===== src/rtl/regfile_mp.sv =====
// Multi-port integer register file: two write ports, NRP read ports, clear
// sequencer and pending-write scoreboard. Optional REGFILE_BYPASS_EN.
module regfile_mp #(
  parameter int XLEN = 32,
  parameter int NREG = 32,
  parameter int NRP  = 2
) (
  input  logic                   clk_i,
  input  logic                   rst_ni,
  output logic                   ready_o,
  input  logic [1:0]             we_i,
  input  logic [2*$clog2(NREG)-1:0] wa_i,
  input  logic [2*XLEN-1:0]      wd_i,
  input  logic [NRP*$clog2(NREG)-1:0] ra_i,
  output logic [NRP*XLEN-1:0]    rd_o,
  input  logic                   pend_set_i,
  input  logic [$clog2(NREG)-1:0] pend_addr_i,
  output logic [NRP-1:0]         rbusy_o
);

  localparam int AW = $clog2(NREG);

  typedef enum logic {
    CLEAR,
    RUN
  } state_e;

  state_e          state_q, state_d;
  logic [AW-1:0]   ptr_q, ptr_d;
  logic [NREG-1:0] busy_q, busy_d;
  logic [XLEN-1:0] mem_q [NREG];

  logic            run;
  logic [1:0]      wacc;
  logic            pacc;
  logic [AW-1:0]   wa [2];
  logic [XLEN-1:0] wd [2];
  logic [AW-1:0]   ra [NRP];

  always_comb begin
    run = (state_q == RUN);
    for (int p = 0; p < 2; p++) begin
      wa[p]   = wa_i[p*AW +: AW];
      wd[p]   = wd_i[p*XLEN +: XLEN];
      wacc[p] = run && we_i[p] && (wa[p] != '0);
    end
    pacc = run && pend_set_i && (pend_addr_i != '0);
    for (int k = 0; k < NRP; k++) begin
      ra[k] = ra_i[k*AW +: AW];
    end
  end

  always_comb begin
    state_d = state_q;
    ptr_d   = ptr_q;
    unique case (state_q)
      CLEAR: begin
        ptr_d = ptr_q + AW'(1);
        if (ptr_q == AW'(NREG - 1)) begin
          state_d = RUN;
        end
      end
      RUN: begin
        state_d = RUN;
      end
      default: begin
        state_d = CLEAR;
      end
    endcase
  end

  // A fresh issue outranks a retiring write to the same register
  always_comb begin
    busy_d = busy_q;
    for (int p = 0; p < 2; p++) begin
      if (wacc[p]) begin
        busy_d[wa[p]] = 1'b0;
      end
    end
    if (pacc) begin
      busy_d[pend_addr_i] = 1'b1;
    end
    busy_d[0] = 1'b0;
  end

  always_ff @(posedge clk_i) begin
    if (!rst_ni) begin
      state_q <= CLEAR;
      ptr_q   <= AW'(1);
      busy_q  <= '0;
    end else begin
      state_q <= state_d;
      ptr_q   <= ptr_d;
      busy_q  <= busy_d;
    end
  end

  always_ff @(posedge clk_i) begin
    if (rst_ni) begin
      if (!run) begin
        mem_q[ptr_q] <= '0;
      end
      if (wacc[0] && !(wacc[1] && (wa[1] == wa[0]))) begin
        mem_q[wa[0]] <= wd[0];
      end
      if (wacc[1]) begin
        mem_q[wa[1]] <= wd[1];
      end
    end
  end

  always_comb begin
    rd_o    = '0;
    rbusy_o = '0;
    for (int k = 0; k < NRP; k++) begin
      rd_o[k*XLEN +: XLEN] = mem_q[ra[k]];
      rbusy_o[k]           = busy_q[ra[k]];
`ifdef REGFILE_BYPASS_EN
      for (int p = 0; p < 2; p++) begin
        if (wacc[p] && (wa[p] == ra[k])) begin
          rd_o[k*XLEN +: XLEN] = wd[p];
          rbusy_o[k]           = 1'b0;
        end
      end
      if (pacc && (pend_addr_i == ra[k])) begin
        rbusy_o[k] = 1'b1;
      end
`endif
      if (!run || (ra[k] == '0)) begin
        rd_o[k*XLEN +: XLEN] = '0;
        rbusy_o[k]           = 1'b0;
      end
    end
  end

  assign ready_o = run;

endmodule

===== config.mk =====
export PLATFORM = sky130hd
export DESIGN_NAME = regfile_mp
export DESIGN_NICKNAME = d
export VERILOG_FILES = /design/src/rtl/regfile_mp.sv
export SDC_FILE = /design/constraint.sdc
export NUM_CORES = 2
export LEC_CHECK = 0
export ABC_CLOCK_PERIOD_IN_PS = 10900
export BUFFER_PORTS_ARGS = -buffer_cell sky130_fd_sc_hd__clkbuf_2
export CORE_ASPECT_RATIO = 0.7
export CORE_UTILIZATION = 51
export CTS_CLUSTER_DIAMETER = 30
export DETAILED_ROUTE_END_ITERATION = 10
export PLACE_DENSITY = 0.68
export SLEW_MARGIN = 10
export SYNTH_ARGS = -nofsm -noshare
export SYNTH_HDL_FRONTEND = slang
export SYNTH_SLANG_ARGS = --single-unit

===== constraint.sdc =====
create_clock -name clk_i -period 10.9 [get_ports clk_i]
set_input_delay 0.545 -clock clk_i [delete_from_list [all_inputs] [get_ports clk_i]]
set_output_delay 0.545 -clock clk_i [all_outputs]
set_load 0.02 [all_outputs]

==> metrics.txt <==
DRC=0; placed insts=6336; Die Ht=292.0 µm; Post-synth top cells=edfxtp_1, nand2_1, o21ai_1; GRT Util Overall=36.30%; P_sw=0.002525 W; PnR worst setup slack=5.727 ns; Root Buffer=clkbuf_16; max-slew violation count=0; Synth Area in Compound Gates=11.14%; Tcrit/Tclk final=47.46%; WL/cell=33.11 µm; largest family of logic cells by synthesized area=multiplexers; Yosys top cell area share=50.17%; Post-Layout Cell Count=6662; Slowest-stage cell, CP=buf_4; Crit path arrival time=4.63 ns; Logic pwr share=5.5%; Mapped Nets=5211; Pleak=21.51 nW; ys flop type=edfxtp_1; Pint=0.008224 W; vias in the first global route=45273; Reg power frac=41.7%; status=complete, no violations; top post-synthesis cells by area=edfxtp_1, mux4_2, o21ai_1, nand2_1, mux2i_1; worst skew pair latency=0.81 ns; sequential area share after synthesis=51.38%; Clock Path Buffers=3; Worst setup EP type=output port; # fillers=9270; Crit path buffers/inverters=4; Relative slew margins=13.98%; Clk pwr share=52.8%; Core Area=0.1192 mm²; switching share of power=23.49%; GR Overflow Total=0; Starting Density=51.40%; Pwr Density=156.1 mW/mm²; Post-synth EDFFs=1024; Buffers on Ports=160; simple-gate share of the synthesized area=8.835%; CP Class=in -> out; Die ar.=0.1216 mm²; ANT nets after route=0; TritonRoute pass-1 iters=9; pin count of the biggest net entering global routing=104; initial antenna violation count=11; synthesized area=0.06129 mm²; CTS clk-pin slew, worst paths=0.05 ns; Die X=416.3 µm; CP top delay family=buffers and inverters; number of vias per cell=7.027; Distinct cells, synth=52; RSZ-0062 raised after global routing=false; skew final=0.05102 ns; asr flop ratio synth=0%; DR iter-0 viols=8322; P&R area growth vs syn=12.32%; Worst Setup Start Kind=input pin; # setup viols final=0; crit path cell chain=buf_8 > buf_4 > buf_4 > mux4_2 > mux2i_1 > o22ai_1 > or2_2 > clkbuf_2; Max-Cap Viols=0; average size of a mapped cell=11.98 µm²; Worst Path Max Fanout=82; Hold Path Class=in -> reg; fin nets=5045; crit path time final=5.173 ns; Seq cells post-synth=1061; fmax=193.3 MHz; post-DP HPWL=118200 µm; post_cts resized=0; H-tree depth=4; required time of the critical path=10.36 ns; final wirelength=220600 µm; Pwr Total=0.01075 W; Worst path most repeated cell=buf_4; first-pass GRT wire length=314500 µm; number of synthesis warnings=0; share of layout cells above drive strength 1=25.14%; XOR/XNOR Fraction of Synth Area=0.1143%; cts hold-fix bufs=0; Fin. Hold Viols=0; CTS Sinks=1061; Setup Slack @ Placement=5.288 ns; GP Congestion=0.8790; largest area contributor in the netlist=edfxtp_1; CTS tree=built; Crit path largest cell delay=1.01 ns; CTS buffer count=177; adder-cell area share of the yosys netlist=0.04083%; Post-Synthesis Cells=5115; actual slew at the worst max-slew pin=1.290 ns; post-route setup TNS=0 ns; I/O pin total=161; Post-CTS Setup Bufs=0; Via Count=46815; worst vdd ir=118.0 µV; Cell Rows=106; post-synthesis mux area share=23.72%
[power by group through the flow]
stage,clock [W],sequential [W],combinational [W]
after floorplan,0,0.00455,0.000403
final,0.00568,0.00448,0.000591
after global routing,0.00586,0.00448,0.000606
after CTS,0.00569,0.00448,0.000576
after global placement,0,0.00455,0.000569
after detailed placement,0,0.00456,0.000575
[metal layers]
metal  vias to the layer above  global-route usage (%)  wire length, µm
met1                     22575                   49.00            77010
met5                         -                  0.5124              167
li1                      19222                       -                -
met4                        10                   16.41            10600
met3                       762                   14.27            39610
met2                      4246                   51.68            93230
[registers in the layout (all words and copies together), names as in the netlist]
name / cells
ready_o: 1
ptr_q: 5
busy_q: 31
mem_q: 1024
[stage by stage]
stage	utilization, %	area (µm²)	hold slack (ns)
6_report	57.74	68840	0.04543
5_1_grt	57.74	68840	0.04461
2_1_floorplan	-	61290	0.4596
3_3_place_gp	52.70	62840	0.4753
4_1_cts	57.72	68820	0.002205
3_5_place_dp	52.70	62840	0.4856
[path summary, 6_finish.rpt]
| path | to | slack [ns] | start | cells past startpoint |
|---|---|---|---|---|
| worst max-delay path | rd_o[7] | 5.73 | ra_i[1] | 8 |
| worst min-delay path | ptr_q[0]$_SDFFE_PN1N_ | 0.05 | rst_ni | 2 |
| worst max register to register | mem_q[3][17]$_DFFE_PP_ | 5.76 | ready_o$_SDFF_PN0_ | 8 |
| worst min register to register | busy_q[12]$_SDFF_PN0_ | 0.49 | busy_q[12]$_SDFF_PN0_ | 2 |
[layout make-up]
| class | count | area [µm²] | share of cell area [%] |
|---|---|---|---|
| Clock inverter | 122 | 1406 | 2.043 |
| Inverter | 66 | 247.7 | 0.3599 |
| Antenna cell | 5 | 12.51 | 0.01818 |
| Multi-Input combinational cell | 3355 | 27310 | 39.67 |
| Timing Repair Buffer | 288 | 1839 | 2.672 |
| Tap cell | 1566 | 1959 | 2.846 |
| Sequential cell | 1061 | 31490 | 45.74 |
| Clock buffer | 199 | 4576 | 6.647 |
[cell usage in the layout, fill, tap and decap left out, drive strengths merged, types with 9 or more instances in the layout]
| master | instances |
|---|---|
| a21oi | 36 |
| a22oi | 36 |
| a31oi | 28 |
| buf | 136 |
| bufinv | 21 |
| clkbuf | 351 |
| clkinv | 57 |
| clkinvlp | 18 |
| dfxtp | 37 |
| edfxtp | 1024 |
| inv | 92 |
| mux2i | 262 |
| mux4 | 528 |
| nand2 | 1024 |
| nand3 | 46 |
| nand3b | 9 |
| nor2 | 59 |
| nor3 | 13 |
| o21ai | 998 |
| o221ai | 21 |
| o22ai | 130 |
| or2 | 89 |
[cell families after synthesis]
kind of cell	Yosys count
simple gates	1282
compound gates	1271
flops	1061
mux	792
buf+inv	699
xor+xnor	8
fa+ha+maj	2
Note: power is estimated with default switching activity, not from simulation.
